<file path="config.mk">
export PLATFORM = sky130hd
export DESIGN_NAME = alu_sequencer
export DESIGN_NICKNAME = d
export VERILOG_FILES = /design/src/rtl/kgp_risc_pkg.sv /design/src/rtl/alu_decode.sv /design/src/rtl/alu_sequencer.sv
export SDC_FILE = /design/constraint.sdc
export NUM_CORES = 1
export LEC_CHECK = 0
export ABC_AREA = 1
export BUFFER_PORTS_ARGS = -buffer_cell sky130_fd_sc_hd__buf_2
export CORE_UTILIZATION = 47
export DETAILED_ROUTE_END_ITERATION = 6
export PLACE_DENSITY = 0.91
export SYNTH_ARGS = -nofsm -noshare
export SYNTH_HDL_FRONTEND = slang
export SYNTH_SLANG_ARGS = --single-unit
</file>
<file path="constraint.sdc">
create_clock -name clk -period 1.7 [get_ports clk]
set_input_delay 0.34 -clock clk [delete_from_list [all_inputs] [get_ports clk]]
set_output_delay 0.34 -clock clk [all_outputs]
set_load 0.1 [all_outputs]
</file>
<file path="src/rtl/kgp_risc_pkg.sv">
// Shared definitions for the KGP-RISC issue sequencer: instruction classes,
// ALU control codes, branch conditions, FSM states and instruction fields.
package kgp_risc_pkg;

  // Instruction class codes (instr[31:30])
  localparam logic [1:0] CLS_RR   = 2'b00;
  localparam logic [1:0] CLS_RI   = 2'b01;
  localparam logic [1:0] CLS_ADDR = 2'b10;
  localparam logic [1:0] CLS_BR   = 2'b11;

  // ALU control codes
  localparam logic [5:0] ALU_ADDR    = 6'h00;
  localparam logic [5:0] ALU_RR_BASE = 6'h10;
  localparam logic [5:0] ALU_MULTU   = 6'h13;
  localparam logic [5:0] ALU_MULT    = 6'h14;
  localparam logic [5:0] ALU_RR_LAST = 6'h18;
  localparam logic [5:0] ALU_RI_BASE = 6'h20;
  localparam logic [5:0] ALU_RI_LAST = 6'h24;
  localparam logic [5:0] ALU_PASS_A  = 6'h30;
  localparam logic [5:0] ALU_PASS_B  = 6'h31;
  localparam logic [5:0] ALU_ILLEGAL = 6'h3F;

  // Highest legal func value per class
  localparam logic [3:0] RR_FUNC_MAX = 4'd8;
  localparam logic [3:0] RI_FUNC_MAX = 4'd4;
  localparam logic [3:0] BR_FUNC_MAX = 4'd7;

  // Instruction field bit positions
  localparam int CLASS_MSB = 31;
  localparam int CLASS_LSB = 30;
  localparam int FUNC_MSB  = 29;
  localparam int FUNC_LSB  = 26;
  localparam int RS_MSB    = 25;
  localparam int RS_LSB    = 21;
  localparam int RT_MSB    = 20;
  localparam int RT_LSB    = 16;
  localparam int IMM_MSB   = 15;
  localparam int IMM_LSB   = 0;

  typedef enum logic [2:0] {
    BR_ALWAYS = 3'd0,
    BR_Z      = 3'd1,
    BR_NZ     = 3'd2,
    BR_C      = 3'd3,
    BR_NC     = 3'd4,
    BR_S      = 3'd5,
    BR_NS     = 3'd6,
    BR_O      = 3'd7
  } br_cond_e;

  typedef enum logic [1:0] {
    ST_IDLE = 2'd0,
    ST_EXEC = 2'd1,
    ST_BR   = 2'd2,
    ST_WB   = 2'd3
  } seq_state_e;

  // Branch outcome from a {c,z,s,o} flag vector
  function automatic logic branch_taken(input br_cond_e cond, input logic [3:0] flags);
    logic taken;
    case (cond)
      BR_ALWAYS: taken = 1'b1;
      BR_Z:      taken = flags[2];
      BR_NZ:     taken = ~flags[2];
      BR_C:      taken = flags[3];
      BR_NC:     taken = ~flags[3];
      BR_S:      taken = flags[1];
      BR_NS:     taken = ~flags[1];
      BR_O:      taken = flags[0];
      default:   taken = 1'b0;
    endcase
    return taken;
  endfunction

endpackage

</file>
<file path="src/rtl/alu_decode.sv">
// Combinational instruction decoder: maps class/func to the 6-bit ALU control
// code and classifies the instruction (branch, multiply, flag-setting, illegal).
// Illegal encodings always decode to ALU_ILLEGAL; the sequencer decides whether
// they trap (ALU_SEQ_ILLEGAL_TRAP_EN) or write back normally.
module alu_decode
  import kgp_risc_pkg::*;
(
  input  logic [31:0] instr,
  output logic [5:0]  alu_ctrl,
  output logic        is_branch,
  output logic        is_mult,
  output logic        sets_flags,
  output logic        illegal
);

  logic [1:0] w_class;
  logic [3:0] w_func;

  assign w_class = instr[CLASS_MSB:CLASS_LSB];
  assign w_func  = instr[FUNC_MSB:FUNC_LSB];

  // Class/func to control code and instruction attributes
  always_comb begin
    alu_ctrl   = ALU_ILLEGAL;
    is_branch  = 1'b0;
    sets_flags = 1'b0;
    illegal    = 1'b1;
    case (w_class)
      CLS_RR: begin
        if (w_func <= RR_FUNC_MAX) begin
          alu_ctrl   = {2'b01, w_func};
          sets_flags = 1'b1;
          illegal    = 1'b0;
        end else begin
          illegal    = 1'b1;
        end
      end
      CLS_RI: begin
        if (w_func <= RI_FUNC_MAX) begin
          alu_ctrl   = {2'b10, w_func};
          sets_flags = 1'b1;
          illegal    = 1'b0;
        end else begin
          illegal    = 1'b1;
        end
      end
      CLS_ADDR: begin
        alu_ctrl = ALU_ADDR;
        illegal  = 1'b0;
      end
      CLS_BR: begin
        if (w_func <= BR_FUNC_MAX) begin
          alu_ctrl  = ALU_PASS_A;
          is_branch = 1'b1;
          illegal   = 1'b0;
        end else begin
          illegal   = 1'b1;
        end
      end
      default: begin
        illegal = 1'b1;
      end
    endcase
  end

  assign is_mult = (alu_ctrl == ALU_MULTU) || (alu_ctrl == ALU_MULT);

endmodule

</file>
<file path="src/rtl/alu_sequencer.sv">
// Issue-side sequencer for the KGP-RISC ALU: accepts one instruction, holds
// decoded operands stable while the ALU evaluates (multi-cycle for multiply),
// captures result/flags, then writes back or resolves a branch.
// Optional build macro: ALU_SEQ_ILLEGAL_TRAP_EN (illegal encodings trap
// instead of writing back zero).
module alu_sequencer
  import kgp_risc_pkg::*;
#(
  parameter int unsigned MULT_CYCLES = 4
) (
  input  logic        clk,
  input  logic        rst,
  input  logic        in_valid,
  output logic        in_ready,
  input  logic [31:0] instr,
  output logic [4:0]  rs_addr,
  output logic [4:0]  rt_addr,
  output logic [5:0]  alu_ctrl,
  output logic [15:0] alu_imm,
  input  logic [31:0] alu_res,
  input  logic [31:0] alu_res_mult,
  input  logic        alu_c,
  input  logic        alu_z,
  input  logic        alu_s,
  input  logic        alu_o,
  output logic        wb_valid,
  input  logic        wb_ready,
  output logic [4:0]  wb_addr,
  output logic [31:0] wb_data,
  output logic [31:0] wb_data_hi,
  output logic        br_valid,
  output logic        br_taken,
  output logic [3:0]  flags,
  output logic        illegal
);

  localparam logic [3:0] MULT_LAST = 4'(MULT_CYCLES - 1);

  logic [5:0]  w_ctrl;
  logic        w_is_branch;
  logic        w_is_mult;
  logic        w_sets_flags;
  logic        w_illegal;

  seq_state_e  r_state;
  logic        r_in_ready;
  logic [3:0]  r_cnt;
  logic [4:0]  r_rs;
  logic [4:0]  r_rt;
  logic [5:0]  r_ctrl;
  logic [15:0] r_imm;
  br_cond_e    r_cond;
  logic        r_is_branch;
  logic        r_is_mult;
  logic        r_sets_flags;
  logic        r_dec_illegal;
  logic        r_wb_valid;
  logic [4:0]  r_wb_addr;
  logic [31:0] r_wb_data;
  logic [31:0] r_wb_data_hi;
  logic        r_br_valid;
  logic        r_br_taken;
  logic [3:0]  r_flags;
`ifdef ALU_SEQ_ILLEGAL_TRAP_EN
  logic        r_illegal;
`endif

  alu_decode u_decode (
    .instr      (instr),
    .alu_ctrl   (w_ctrl),
    .is_branch  (w_is_branch),
    .is_mult    (w_is_mult),
    .sets_flags (w_sets_flags),
    .illegal    (w_illegal)
  );

  // Sequencer FSM with exec counter, operand hold and result/flag capture
  always_ff @(posedge clk) begin
    if (rst) begin
      r_state       <= ST_IDLE;
      r_in_ready    <= 1'b1;
      r_cnt         <= 4'd0;
      r_rs          <= 5'd0;
      r_rt          <= 5'd0;
      r_ctrl        <= ALU_ADDR;
      r_imm         <= 16'd0;
      r_cond        <= BR_ALWAYS;
      r_is_branch   <= 1'b0;
      r_is_mult     <= 1'b0;
      r_sets_flags  <= 1'b0;
      r_dec_illegal <= 1'b0;
      r_wb_valid    <= 1'b0;
      r_wb_addr     <= 5'd0;
      r_wb_data     <= 32'd0;
      r_wb_data_hi  <= 32'd0;
      r_br_valid    <= 1'b0;
      r_br_taken    <= 1'b0;
      r_flags       <= 4'b0000;
`ifdef ALU_SEQ_ILLEGAL_TRAP_EN
      r_illegal     <= 1'b0;
`endif
    end else begin
      r_br_valid <= 1'b0;
`ifdef ALU_SEQ_ILLEGAL_TRAP_EN
      r_illegal  <= 1'b0;
`endif
      case (r_state)
        ST_IDLE: begin
          if (in_valid) begin
            r_rs          <= instr[RS_MSB:RS_LSB];
            r_rt          <= instr[RT_MSB:RT_LSB];
            r_imm         <= instr[IMM_MSB:IMM_LSB];
            r_ctrl        <= w_ctrl;
            r_cond        <= br_cond_e'(instr[FUNC_LSB+2:FUNC_LSB]);
            r_is_branch   <= w_is_branch;
            r_is_mult     <= w_is_mult;
            r_sets_flags  <= w_sets_flags;
            r_dec_illegal <= w_illegal;
            r_cnt         <= w_is_mult ? MULT_LAST : 4'd0;
            r_in_ready    <= 1'b0;
            r_state       <= ST_EXEC;
`ifdef ALU_SEQ_ILLEGAL_TRAP_EN
            r_illegal     <= w_illegal;
`endif
          end
        end
        ST_EXEC: begin
          if (r_cnt != 4'd0) begin
            r_cnt <= r_cnt - 4'd1;
          end else
`ifdef ALU_SEQ_ILLEGAL_TRAP_EN
          if (r_dec_illegal) begin
            // Trapped encodings end here: no writeback, flags or branch
            r_in_ready <= 1'b1;
            r_state    <= ST_IDLE;
          end else
`endif
          if (r_is_branch) begin
            // Branch is resolved on the registered flags, never live ALU flags
            r_br_valid <= 1'b1;
            r_br_taken <= branch_taken(r_cond, r_flags);
            r_state    <= ST_BR;
          end else begin
            r_wb_valid   <= 1'b1;
            r_wb_addr    <= r_rt;
            r_wb_data    <= r_dec_illegal ? 32'd0 : alu_res;
            r_wb_data_hi <= r_is_mult ? alu_res_mult : 32'd0;
            if (r_sets_flags) begin
              r_flags <= {alu_c, alu_z, alu_s, alu_o};
            end
            r_state <= ST_WB;
          end
        end
        ST_BR: begin
          r_br_taken <= 1'b0;
          r_in_ready <= 1'b1;
          r_state    <= ST_IDLE;
        end
        ST_WB: begin
          if (wb_ready) begin
            r_wb_valid <= 1'b0;
            r_in_ready <= 1'b1;
            r_state    <= ST_IDLE;
          end
        end
        default: begin
          r_wb_valid <= 1'b0;
          r_in_ready <= 1'b1;
          r_state    <= ST_IDLE;
        end
      endcase
    end
  end

  assign in_ready   = r_in_ready;
  assign rs_addr    = r_rs;
  assign rt_addr    = r_rt;
  assign alu_ctrl   = r_ctrl;
  assign alu_imm    = r_imm;
  assign wb_valid   = r_wb_valid;
  assign wb_addr    = r_wb_addr;
  assign wb_data    = r_wb_data;
  assign wb_data_hi = r_wb_data_hi;
  assign br_valid   = r_br_valid;
  assign br_taken   = r_br_taken;
  assign flags      = r_flags;
`ifdef ALU_SEQ_ILLEGAL_TRAP_EN
  assign illegal    = r_illegal;
`else
  assign illegal    = 1'b0;
`endif

endmodule

</file>
Word level (Yosys, flattened, before mapping)
Index checks and enable logic that the tools add are counted.
Widths: inputs -> output; s select.
{"block": "word_totals", "wordCells": 104, "output_inout_bits": 110, "ff_bits": 122, "input_bits": 104, "n_memories": 0, "mem_bits_ro": 0, "mem_bits_rw": 0, "latch_bits": 0}
{"block": "classes", "n_shift": 0, "n_mul": 0, "bitwise_logic": 6, "n_div": 0, "muxes": 36, "order_cmp": 3, "eq_ne": 21, "n_reduce_logical": 18, "add_sub_neg": 1}
{"operator": "$mux 32", "n": 2}
{"operator": "$pmux 6 s4", "n": 1}
{"operator": "$mux 1", "n": 16}
{"operator": "$reduce_and 3->1", "n": 5}
{"operator": "$eq 3x3->1 const B", "n": 4}
{"operator": "$eq 6x5->1 const B", "n": 2}
{"operator": "$mux 4", "n": 3}
{"operator": "$ne 2x2->1 const B", "n": 6}
{"operator": "$eq 2x2->1 const B", "n": 4}
{"operator": "$le 4x3->1 const B", "n": 2}
{"operator": "$mux 2", "n": 4}
{"operator": "$pmux 1 s8", "n": 1}
{"operator": "$pmux 2 s4", "n": 1}
{"operator": "$pmux 4 s2", "n": 1}
{"operator": "$reduce_and 4->1", "n": 2}
{"operator": "$eq 3x2->1 const B", "n": 2}
{"operator": "$mux 6", "n": 1}
{"operator": "$not 1->1", "n": 6}
{"operator": "$pmux 1 s2", "n": 3}
{"operator": "$reduce_bool 2->1", "n": 3}
{"operator": "$mux 5", "n": 1}
{"operator": "$eq 2x1->1 const B", "n": 2}
{"operator": "$le 4x4->1 const B", "n": 1}
{"operator": "$logic_not 2->1", "n": 2}
{"operator": "10 further kinds", "n": 10}

Longest topological paths before layout
{"block": "depth", "word_depth": 8, "mapped_depth": 10}

Cells and area by module
From an unflattened synthesis, not the netlist that was laid out.
{"block": "unflattened", "hier_cells": 633, "hier_area_um2": 4798.4}
{"module": "alu_sequencer", "cells_each": 582, "area_each_um2": 4593.2, "n_inst": 1}
{"module": "alu_decode", "cells_each": 51, "area_each_um2": 205.2, "n_inst": 1}

Least setup slack after synthesis
Ideal clock, no wire load.
{"block": "synth_path", "kind": "reg2reg", "startpoint": "register r_flags[2], in the netlist flags[2]", "endpoint": "register r_br_taken, in the netlist br_taken", "setup_ps": 132, "n_path_buf": 0, "arrival_ps": 1494, "setup_slack_ps": 74, "period_less_slack_ps": 1626, "path_stages_with_launch": 6, "cell_sequence": "dfxtp_1 > o22ai_1 > nand2_1 > o21ai_0 > o21ai_0 > a21oi_1"}
{"block": "synth_via", "elab_chain_cells": 5}
{"element": "start: declaration", "line": "alu_sequencer.sv:63", "text": "logic [3:0] r_flags;"}
{"element": "start signal: assignment", "line": "alu_sequencer.sv:149", "text": "r_flags <= {alu_c, alu_z, alu_s, alu_o};"}
{"element": "$not 1->1", "line": "kgp_risc_pkg.sv:64", "text": "BR_NZ: taken = ~flags[2];"}
{"element": "$pmux 1 s8 *", "line": "kgp_risc_pkg.sv:61", "text": "case (cond)"}
{"element": "$mux 1 *", "line": "alu_sequencer.sv:138", "text": "if (r_is_branch) begin"}
{"element": "$mux 1 *", "line": "alu_sequencer.sv:128", "text": "if (r_cnt != 4'd0) begin"}
{"element": "$pmux 1 s2 *", "line": "alu_sequencer.sv:107", "text": "case (r_state)"}
{"element": "end signal: assignment", "line": "alu_sequencer.sv:141", "text": "r_br_taken <= branch_taken(r_cond, r_flags);"}
{"element": "end: declaration", "line": "alu_sequencer.sv:62", "text": "logic r_br_taken;"}
Mark *: on every way between the ends. The rest lies on a longest branch, timed or not. The select of a mux whose other input is x is not followed.
A chain may end at the register's enable or synchronous reset.

Worst setup path after layout
{"block": "layout_path", "startpoint": "register r_flags[0], in the netlist flags[0]", "endpoint": "output flags[0]"}
{"element": "end: declaration", "line": "alu_sequencer.sv:33", "text": "output logic [3:0] flags,"}
No word-level cell between the ends.

==> results.cfg <==
[run_status]
status = finished clean

[sta]
drv_slew = 0
setup-violations-final = 0
period_share_pct = 97.2
fmax_mhz = 605
worst_slack_ns = 0.0469
tns_ns = 0
max_slew_margin_pct = 66.0
rsz0062_at_grt = false
holdWs_ns = 0.0771
hold_viol = 0
skew_ns = 0.00634
period_needed_ns = 1.65
worst_pin_slew_ns = 0.514

[layout]
fillCellCount = 865
area_delta_synth_final_pct = 37.5
final_common_cell = buf_2
final_cell_mix = buf_2, dfxtp_1, nand2_1
antennaDiodeCount = 0
drive_above_1_share_pct = 33.0
nets = 907
multi_input_area_mm2 = 0.00187
fin_cells = 948
area.sequential_mm2 = 0.00244

[power]
leakagePower_uw = 0.00298
powerDensity_mw_per_mm2 = 2190
p_total_uw = 14100
ir_drop_mv = 1.54

[min_path]
hold_end = rt_addr[2]
min-delay-start = instr[18]
hp-class = in -> reg
min_path_cells = 3

[logic_synthesis]
yosys.area_share.simple_pct = 23.8
synth_top_family_by_area = simple AND/OR/NAND/NOR gates
yosysWarningCount = 0
synthesis.area_mm2 = 0.00469
ys_seq_area_share_pct = 52.1
synthXorXnorAreaFrac_pct = 0
ys_types = 29
ys_ff_latch = 122
synth_compound_area_share_pct = 15.8
synthMuxAreaShare_pct = 0
syn-num-nets = 705
synthAdderAreaFrac_pct = 0.267
synth.avg_cell_area_um2 = 7.81
syn_inst = 600

[flow_run]
drv_cap = 0

[floorplanning]
die_y_um = 102
pin_count = 214
die_x_um = 102
die_area_mm2 = 0.0104
core_area_mm2 = 0.00973
initial_core_util_pct = 48.2
core.rowCount = 36

[global_routing]
grt_pass1_wl_mm = 19.0
grt_pass1_vias = 4262
track_usage_pct = 23.2
overflow = 0
grt_max_degree = 71
antenna_found_initial = 1

[clock_network]
cts_tree = built
htree_levels = 4
clockRootBuffer = clkbuf_8
cts_buffer_depth = 2
cts.sinks = 122
clock_latency_ns = 0.50
cts.reportedPaths.clkPinSlew_ns = 0.06
cts_buffers = 17

[critical_path]
ff2ff_setup_slack_ns = 0.12
rr_worst_depth = 8
cp.arrival_ns = 1.31
critPathCaptureType = output pin
critPathRequiredTime_ns = 1.36
r2r_end = wb_data[26]
crit_family = buffers and inverters
reg2reg_from = r_cnt[0]
crit_start = flags[0]
critPathSlowestCell = buf_2
cp_num_buf_inv = 1
crit_type = reg -> out
worstPathCellList = buf_2
crit_fanout = 3
crit_path_max_incr_delay_ns = 0.44
worst_setup_path_start_kind = flip-flop

[placed_design]
hpwl_mm = 8.47
placement.io_buffers = 212
gp_congestion = 0.886
place_ws_ns = 0.0885
dp_cells = 916

[route]
dr_total_vias = 4768
postRouteAntennaNets = 0
via_per_inst = 5.03
drc = 0
routed_wl_mm = 12.4
drtIter0Drc = 223
drtPass1Iterations = 5
wl_per_cell_um = 13.1
-- cells in the mapped netlist --
cell type / instances / area share, %
buf_2: 11 / 1.2
o211ai_1: 2 / 0.32
o31ai_1: 1 / 0.16
a21oi_1: 78 / 8.3
inv_2: 5 / 0.40
ha_1: 1 / 0.27
buf_6: 8 / 1.9
a31oi_1: 4 / 0.53
nand2_4: 2 / 0.48
nor2_4: 1 / 0.24
o22ai_1: 2 / 0.27
o21ai_0: 55 / 5.9
nand3_1: 82 / 8.8
nor3_1: 5 / 0.53
nand2_2: 1 / 0.13
dfxtp_1: 122 / 52
nand2_1: 92 / 7.4
nor2_2: 2 / 0.27
nand3_2: 1 / 0.21
nand4_1: 3 / 0.40
buf_4: 3 / 0.48
inv_1: 27 / 2.2
buf_1: 1 / 0.080
nor2_1: 68 / 5.4
clkbuf_1: 19 / 1.5
o21ai_1: 1 / 0.11
o311ai_0: 1 / 0.19
conb_1: 1 / 0.080
inv_6: 1 / 0.19
-- worst reg2reg max path, delay by kind of cell, from the launching register on --
family	cells	cell delay, ns
buf+inv	3	0.42
simple gates	3	0.36
flops	1	0.34
fa+ha+maj	1	0.23
compound gates	1	0.16
-- metrics by stage --
stage | cell area (µm²) | util, %
floorplan | 4690 | -
finish | 6440 | 66.2
global route | 6440 | 66.2
global placement | 5820 | 59.8
CTS | 6420 | 66.0
detailed placement | 5820 | 59.8
-- routing by layer --
| metal | up-vias | GRT usage, % | part of all wire, % |
|---|---|---|---|
| met2 | 190 | 40.9 | 49 |
| met1 | 2146 | 25.9 | 42 |
| li1 | 2408 | - | - |
| met4 | 2 | 11.0 | 2.1 |
| met5 | - | 0 | 0.13 |
| met3 | 22 | 6.36 | 6.7 |
-- final cells by class --
| class | instances | area share, % |
|---|---|---|
| Clock buffer | 19 | 6.70 |
| Clock inverter | 13 | 2.62 |
| Inverter | 33 | 2.12 |
| Multi-Input combinational cell | 403 | 29.1 |
| Sequential cell | 122 | 37.9 |
| Tap cell | 133 | 2.58 |
| Timing Repair Buffer | 225 | 19.0 |
-- repair_timing --
action | 4_1_cts | 5_1_grt
buffers inserted | 0 | 0
gates resized for setup | 2 | 5
endpoints found under the setup margin | 2 | 34
hold buffers | 0 | 0
-- cell families (layout without fill, tap and decap cells) --
logic type	count (synthesis)	after routing
AOI/OAI and AO/OA	144	144
DFF	122	122
buffers and inverters	75	290
adders and majority gates	1	1
and+or+nand+nor	257	257
other	1	1
-- power by group --
| part | switching, µW | internal, µW |
|---|---|---|
| clock | 1310 | 2280 |
| sequential | 328 | 3470 |
| combinational | 5500 | 1210 |
| total | 7140 | 6970 |
-- worst max path at each step --
| stage | endpoint | slack [ns] | cells after the start |
|---|---|---|---|
| 2_1_floorplan | br_taken | 0.07 | 5 |
| 3_3_place_gp | wb_data[0] | 0.19 | 8 |
| 3_5_place_dp | wb_data[24] | 0.09 | 8 |
| 4_1_cts | flags[1] | 0.01 | 1 |
| 5_1_grt | flags[0] | 0.002 | 1 |
| 6_report | flags[0] | 0.05 | 1 |
-- sequential cells by signal, summed over array words and instances (netlist names), 2 cells and up --
name	cells
rs_addr	5
r_cnt	4
alu_imm	16
wb_data_hi	32
flags	4
alu_ctrl	6
r_cond	3
wb_data	32
wb_addr	5
r_state	2
rt_addr	5
No activity file was read; power rests on OpenSTA's default activity.
